**config.mk**
```make
export PLATFORM = sky130hd
export DESIGN_NAME = step_ctl
export DESIGN_NICKNAME = d
export VERILOG_FILES = /design/src/rtl/step_ctl.sv
export SDC_FILE = /design/constraint.sdc
export NUM_CORES = 1
export LEC_CHECK = 0
export CAP_MARGIN = 20
export CORE_MARGIN = 5
export CORE_UTILIZATION = 45
export DETAILED_ROUTE_END_ITERATION = 10
export GPL_TIMING_DRIVEN = 0
export HOLD_SLACK_MARGIN = 0.08
export PLACE_DENSITY = 0.68
export SYNTH_ARGS = -nofsm -noshare
export SYNTH_HDL_FRONTEND = slang
export SYNTH_SLANG_ARGS = --single-unit
```
**constraint.sdc**
```tcl
create_clock -name clk -period 2.6 [get_ports clk]
set_clock_uncertainty 0.15 [all_clocks]
set_input_delay 0.65 -clock clk [delete_from_list [all_inputs] [get_ports clk]]
set_output_delay 0.65 -clock clk [all_outputs]
set_load 0.02 [all_outputs]
```
**src/rtl/step_ctl.sv**
```systemverilog
// Run/halt/single-step controller gating the CPU clock enable.
// Optional cycle counter: define STEP_CTL_CYCLE_COUNT_EN.
module step_ctl #(
    parameter int DEB_CYCLES = 16,
    parameter int CNT_W      = 16
) (
    input  logic clk,
    input  logic nrst,
    input  logic pulse,
    input  logic run,
    input  logic step_btn,
    input  logic hlt,
    output logic cpu_en,
    output logic running,
    output logic armed
`ifdef STEP_CTL_CYCLE_COUNT_EN
    ,
    output logic [CNT_W-1:0] cycle_cnt
`endif
);

    typedef enum logic [1:0] {
        HALT  = 2'd0,
        RUN   = 2'd1,
        ARMED = 2'd2
    } state_t;

    localparam logic [15:0] DEB_MAX = 16'(DEB_CYCLES - 1);

    state_t      state;
    logic        run_q1;
    logic        run_s;
    logic        step_q1;
    logic        step_s;
    logic        step_deb;
    logic [15:0] deb_cnt;
    logic        step_req;

    // Two-flop synchronisers for the asynchronous switch and button
    always_ff @(posedge clk or negedge nrst) begin
        if (!nrst) begin
            run_q1  <= 1'b0;
            run_s   <= 1'b0;
            step_q1 <= 1'b0;
            step_s  <= 1'b0;
        end else begin
            run_q1  <= run;
            run_s   <= run_q1;
            step_q1 <= step_btn;
            step_s  <= step_q1;
        end
    end

    // Accept a new button level only after it has held for DEB_CYCLES
    always_ff @(posedge clk or negedge nrst) begin
        if (!nrst) begin
            step_deb <= 1'b0;
            deb_cnt  <= '0;
        end else if (step_s == step_deb) begin
            deb_cnt <= '0;
        end else if (deb_cnt == DEB_MAX) begin
            step_deb <= step_s;
            deb_cnt  <= '0;
        end else begin
            deb_cnt <= deb_cnt + 16'd1;
        end
    end

    // One-cycle request on the accepted press only, never on release
    assign step_req = step_s && !step_deb && (deb_cnt == DEB_MAX);

    // Mode FSM with registered enable and status outputs
    always_ff @(posedge clk or negedge nrst) begin
        if (!nrst) begin
            state   <= HALT;
            cpu_en  <= 1'b0;
            running <= 1'b0;
            armed   <= 1'b0;
        end else begin
            cpu_en <= 1'b0;
            unique case (state)
                HALT: begin
                    if (run_s && !hlt) begin
                        state   <= RUN;
                        running <= 1'b1;
                    end else if (step_req) begin
                        state <= ARMED;
                        armed <= 1'b1;
                    end
                end
                RUN: begin
                    if (!run_s || hlt) begin
                        state   <= HALT;
                        running <= 1'b0;
                    end else begin
                        cpu_en <= pulse;
                    end
                end
                ARMED: begin
                    cpu_en <= pulse;
                    if (run_s && !hlt) begin
                        state   <= RUN;
                        running <= 1'b1;
                        armed   <= 1'b0;
                    end else if (pulse) begin
                        state <= HALT;
                        armed <= 1'b0;
                    end
                end
                default: begin
                    state   <= HALT;
                    running <= 1'b0;
                    armed   <= 1'b0;
                end
            endcase
        end
    end

`ifdef STEP_CTL_CYCLE_COUNT_EN
    // Count issued enables, wrapping at the counter width
    always_ff @(posedge clk or negedge nrst) begin
        if (!nrst) begin
            cycle_cnt <= '0;
        end else if (cpu_en) begin
            cycle_cnt <= cycle_cnt + 1'b1;
        end
    end
`else
    localparam int unused_cnt_w = CNT_W;
`endif

endmodule

```
; Yosys cells after proc, flatten, opt, wreduce, memory -nomap -nowiden
; Index checks and enable logic that the tools add are counted.
[word_totals]
word_cells = 54
inputBits = 6
out_inout_bits = 3
ff_bits = 26
[op_classes]
add_sub_neg = 1
n_eq_ne = 10
n_reduce_logical = 13
bitwise_logic = 2
muxes = 18
[ops]
columns = op, n
row1 = $mux 16, 2
row2 = $add 16x1->16 const B, 1
row3 = $eq 16x4->1 const B, 1
row4 = $mux 2, 5
row5 = $mux 1, 7
row6 = $ne 2x2->1 const B, 3
row7 = $ne 3x3->1 const B, 2
row8 = $pmux 2 s3, 1
row9 = $pmux 1 s2, 2
row10 = $reduce_and 2->1, 2
row11 = $reduce_and 4->1, 1
row12 = $logic_and 1x1->1, 3
row13 = $logic_not 1->1, 3
row14 = $pmux 1 s3, 1
row15 = $reduce_and 3->1, 1
row16 = $eq 2x1->1 const B, 1
row17 = $eq 2x2->1 const B, 1
row18 = $logic_not 2->1, 1
row19 = $ne 2x1->1 const B, 1
row20 = $not 1->1, 2
row21 = $reduce_or 2->1, 1
row22 = $eq 1x1->1, 1
row23 = $logic_or 1x1->1, 1

; Depth between registers and ports, before layout
[logic_depth]
ltp_word = 6
ltp_mapped = 7

; Least setup slack after synthesis
; OpenSTA, ideal clock, no wires.
[synth_timing]
path_type = reg2reg
start = reg deb_cnt[5]
end = reg step_deb
slack_ns = 0.529
synth_period_minus_slack_ns = 2.071
required_time_ns = 2.325
n_path_buf = 1
path_stages_with_launch = 6
arrival_time_ns = 1.797
cell_sequence = dfrtp_1 > buf_6 > or4_4 > nor4_4 > nor2b_1 > mux2_2
[synth_via]
elab_chain_cells = 2
[synth_rtl]
columns = element, line_no
row1 = start: declaration, 36  ; logic [15:0] deb_cnt;
row2 = start signal: assignment, 65  ; deb_cnt <= deb_cnt + 16'd1;
row3 = $eq 16x4->1, 61  ; end else if (deb_cnt == DEB_MAX) begin
row4 = $reduce_and 2->1 (no source line), -
row5 = end signal: assignment, 62  ; step_deb <= step_s;
row6 = end: declaration, 35  ; logic step_deb;
; Every way passes these cells.
; A chain may end at the register's enable or synchronous reset.

; Worst setup path after layout
; Same ends and word-level chain as after synthesis.

==> out/qor.txt <==
======================================================================================
Run status .............................................................. finished, final reports clean
Synthesis Warnings ......................................................            0
Critical path cell sequence ............................................. buf_6 -> or4_4 -> nor4_4 -> nor2b_1 -> mux2_2
#FFs+latches synth ......................................................           26
Average cell area after synthesis .......................................    10.4 um^2
Width of the die ........................................................      64.6 um
Count of vias placed by the detailed router .............................          960
Kind of cell adding the most delay to the critical path ................. simple AND/OR/NAND/NOR gates
Startpoint of the worst-slack reg-to-reg timing path ....................   deb_cnt[5]
Reported max-cap violation count ........................................            0
Data required time of the critical path .................................      2.69 ns
Syn_nets ................................................................          140
Vias per cell ...........................................................         5.55
Antenna Diode Count .....................................................            0
I/O Buffers .............................................................            8
Final Hold Viols ........................................................            0
Actual transition at the worst max-transition pin .......................     0.668 ns
Fraction of final layout cells sized beyond drive strength 1 ............        0.162
Root Driver ............................................................. sky130_fd_sc_hd__clkbuf_4
Detailed Route Iter0 Violations .........................................           37
CORE AREA ............................................................... 0.00281 mm^2
Max Slew Vio Count ......................................................            0
Area delta synth->final .................................................        13.9%
Number of instances in the synthesized netlist ..........................          129
Launch point of the worst hold path .....................................      step_q1
FMAX ....................................................................      452 MHz
Via count of the first global-routing pass ..............................         1012
Most used routing layer in global routing ...............................         met2
Die area ................................................................ 0.00417 mm^2
IO Pins .................................................................            9
Overall Power ...........................................................   0.000877 W
Worst Setup Path Type ...................................................      reg2reg
# clock sinks ...........................................................           26
Clock period minus worst slack ..........................................      2.21 ns
Number of H-tree levels .................................................            1
Placed wire-length estimate after detailed placement ....................      1830 um
Distinct cell type count after synthesis ................................           33
CTS tree ................................................................        built
Critical path buffers and inverters .....................................            1
Slowest Stage Delay on Critical Path ....................................      0.52 ns
Die height ..............................................................      64.6 um
Insertion delay to the later sink of the worst-skew pair ................      0.33 ns
Primary flip-flop cell chosen by synthesis mapping ...................... sky130_fd_sc_hd__dfrtp_1
Total Neg Setup Slack ...................................................         0 ns
Remaining routing DRC violations ........................................            0
Summed instance area of the synthesized netlist ......................... 0.00134 mm^2
Nature of the critical path endpoint ....................................    flip-flop
DRT Wirelength ..........................................................      2460 um
Max FO, Critical Path ...................................................            7
Data arrival time at the worst-slack endpoint ...........................      2.30 ns
Leakage component of the power ..........................................     0.640 nW
CP startpoint ...........................................................   deb_cnt[5]
Clock slew at reported path FFs .........................................      0.15 ns
Met1 Track Usage GR .....................................................        0.175
Gr ovfl total ...........................................................            0
Initial antenna violation count .........................................            0
Maximum root-to-sink buffer count .......................................            2
Worst slew margin relative to its limit .................................        0.553
Cts bufs inserted .......................................................            3
Peak supply drop ........................................................     0.337 mV
Slowest stage cell on the critical path ................................. sky130_fd_sc_hd__or4_4
Worst reg-to-reg setup slack ............................................      0.39 ns
Class of the tightest hold or removal check .............................      reg2reg
Fin crit share ..........................................................        0.852
Unrepaired setup endpoints after global routing .........................           no
GR met2 Demand/Resource .................................................        0.226
Number of post-CTS setup repair buffers .................................            0
CTS hold repair buffers .................................................            0
Number of detailed-route iterations in the first pass ...................            4
Post-detailed-route wirelength per cell .................................      14.2 um
Placement Rows ..........................................................           19
Number of enable flip-flop cells after synthesis ........................            0
Type of element launching the critical path .............................    flip-flop
Post-route ant nets .....................................................            0
Met3 Use GR .............................................................       0.0294
Wire length of the first global-routing pass ............................      4510 um
Largest net degree at the start of global routing .......................           16
Sequential fraction of the synthesis area ...............................        0.485
CTS-repair resized insts ................................................            0
Total global routing track utilization ..................................        0.137
Weighted congestion reported at the end of routability-driven placement .        0.858
Power density of the placed cells .......................................  574 mW/mm^2
Initial core utilization ................................................        0.478
Post-synthesis async set-or-reset flop share ............................         1.00
Total of endpoints with negative setup slack in the final report ........            0
Fin nets ................................................................          154
======================================================================================
## cell type report
class                      count  area (um^2)
multi-input combinational     92          618
inverter                       8         30.0
buffer                         3         42.5
clock buffer                   3         22.5
sequential                    26          651
clock inverter                 1         30.0
fill                         252         1280
timing repair buffer           9         95.1
tap                           31         38.8
## state kept, by name, indices dropped and copies added (netlist names)
signal and cells:
run_s 1, step_deb 1, step_q1 1, cpu_en 1, step_s 1, run_q1 1, deb_cnt 16, state 2
armed 1, running 1
## Yosys cell counts (2+ instances only)
library cell	n	share of area
sky130_fd_sc_hd__a21oi_1	2	0.0075
sky130_fd_sc_hd__ha_1	5	0.047
sky130_fd_sc_hd__nor2_2	10	0.047
sky130_fd_sc_hd__nand2b_1	2	0.0093
sky130_fd_sc_hd__nand3_1	6	0.022
sky130_fd_sc_hd__or4_1	2	0.011
sky130_fd_sc_hd__nand2_1	7	0.020
sky130_fd_sc_hd__nor2b_1	3	0.014
sky130_fd_sc_hd__inv_1	8	0.022
sky130_fd_sc_hd__nor2_1	13	0.036
sky130_fd_sc_hd__nor3_1	7	0.026
sky130_fd_sc_hd__dfrtp_1	26	0.49
sky130_fd_sc_hd__xor2_1	2	0.013
sky130_fd_sc_hd__buf_6	2	0.017
sky130_fd_sc_hd__xnor2_1	11	0.072
sky130_fd_sc_hd__nand4_1	5	0.023
sky130_fd_sc_hd__nor4_1	2	0.0093
## path summary, 6_finish.rpt
kind,endpoint,cells after the start
setup reg to reg,step_deb,5
hold reg to reg,step_s,0
hold / removal,step_s,0
setup / recovery,step_deb,5
min in group asynchronous,running,1
max in group asynchronous,deb_cnt[10],2
## metal layers
layer,vias up,routed length [um]
met5,-,0
met4,0,27
met3,4,81
met2,15,1160
met1,477,1180
li1,464,-
## power by group
group	internal [W]	switching [W]
Clock	0.000156	0.000129
Combinational	0.0000635	0.0000851
Sequential	0.000426	0.0000174
Total	0.000645	0.000232
## cells in the final DEF (no fill, tap or decap), types with 3 or more instances in the layout
| cell type | instances |
|---|---|
| sky130_fd_sc_hd__xnor2_1 | 11 |
| sky130_fd_sc_hd__ha_1 | 5 |
| sky130_fd_sc_hd__nand3_1 | 6 |
| sky130_fd_sc_hd__clkbuf_4 | 3 |
| sky130_fd_sc_hd__clkdlybuf4s50_1 | 8 |
| sky130_fd_sc_hd__nand4_1 | 5 |
| sky130_fd_sc_hd__dfrtp_1 | 26 |
| sky130_fd_sc_hd__nor2_1 | 13 |
| sky130_fd_sc_hd__nor2_2 | 10 |
| sky130_fd_sc_hd__nand2_1 | 7 |
| sky130_fd_sc_hd__inv_1 | 8 |
| sky130_fd_sc_hd__nor2b_1 | 3 |
| sky130_fd_sc_hd__nor3_1 | 7 |
## logic make-up after synthesis
| logic type | Yosys count | synth area share |
|---|---|---|
| buf+inv | 11 | 0.0541 |
| mux | 1 | 0.00839 |
| xor+xnor | 13 | 0.0849 |
| simple gates | 62 | 0.257 |
| flops | 26 | 0.485 |
| fa+ha+maj | 5 | 0.0466 |
| compound gates | 11 | 0.0644 |
## through the flow
stage	util	cells	instance area (um^2)	setup slack [ns]	hold WS, ns
floorplan	-	129	1340	0.529	0.181
global placement	0.521	168	1460	0.387	0.185
CTS	0.545	173	1530	0.388	0.224
global route	0.545	173	1530	0.312	0.250
finish	0.545	173	1530	0.386	0.220
detailed placement	0.526	169	1480	0.386	0.191
(Power assumes the default switching activity.)
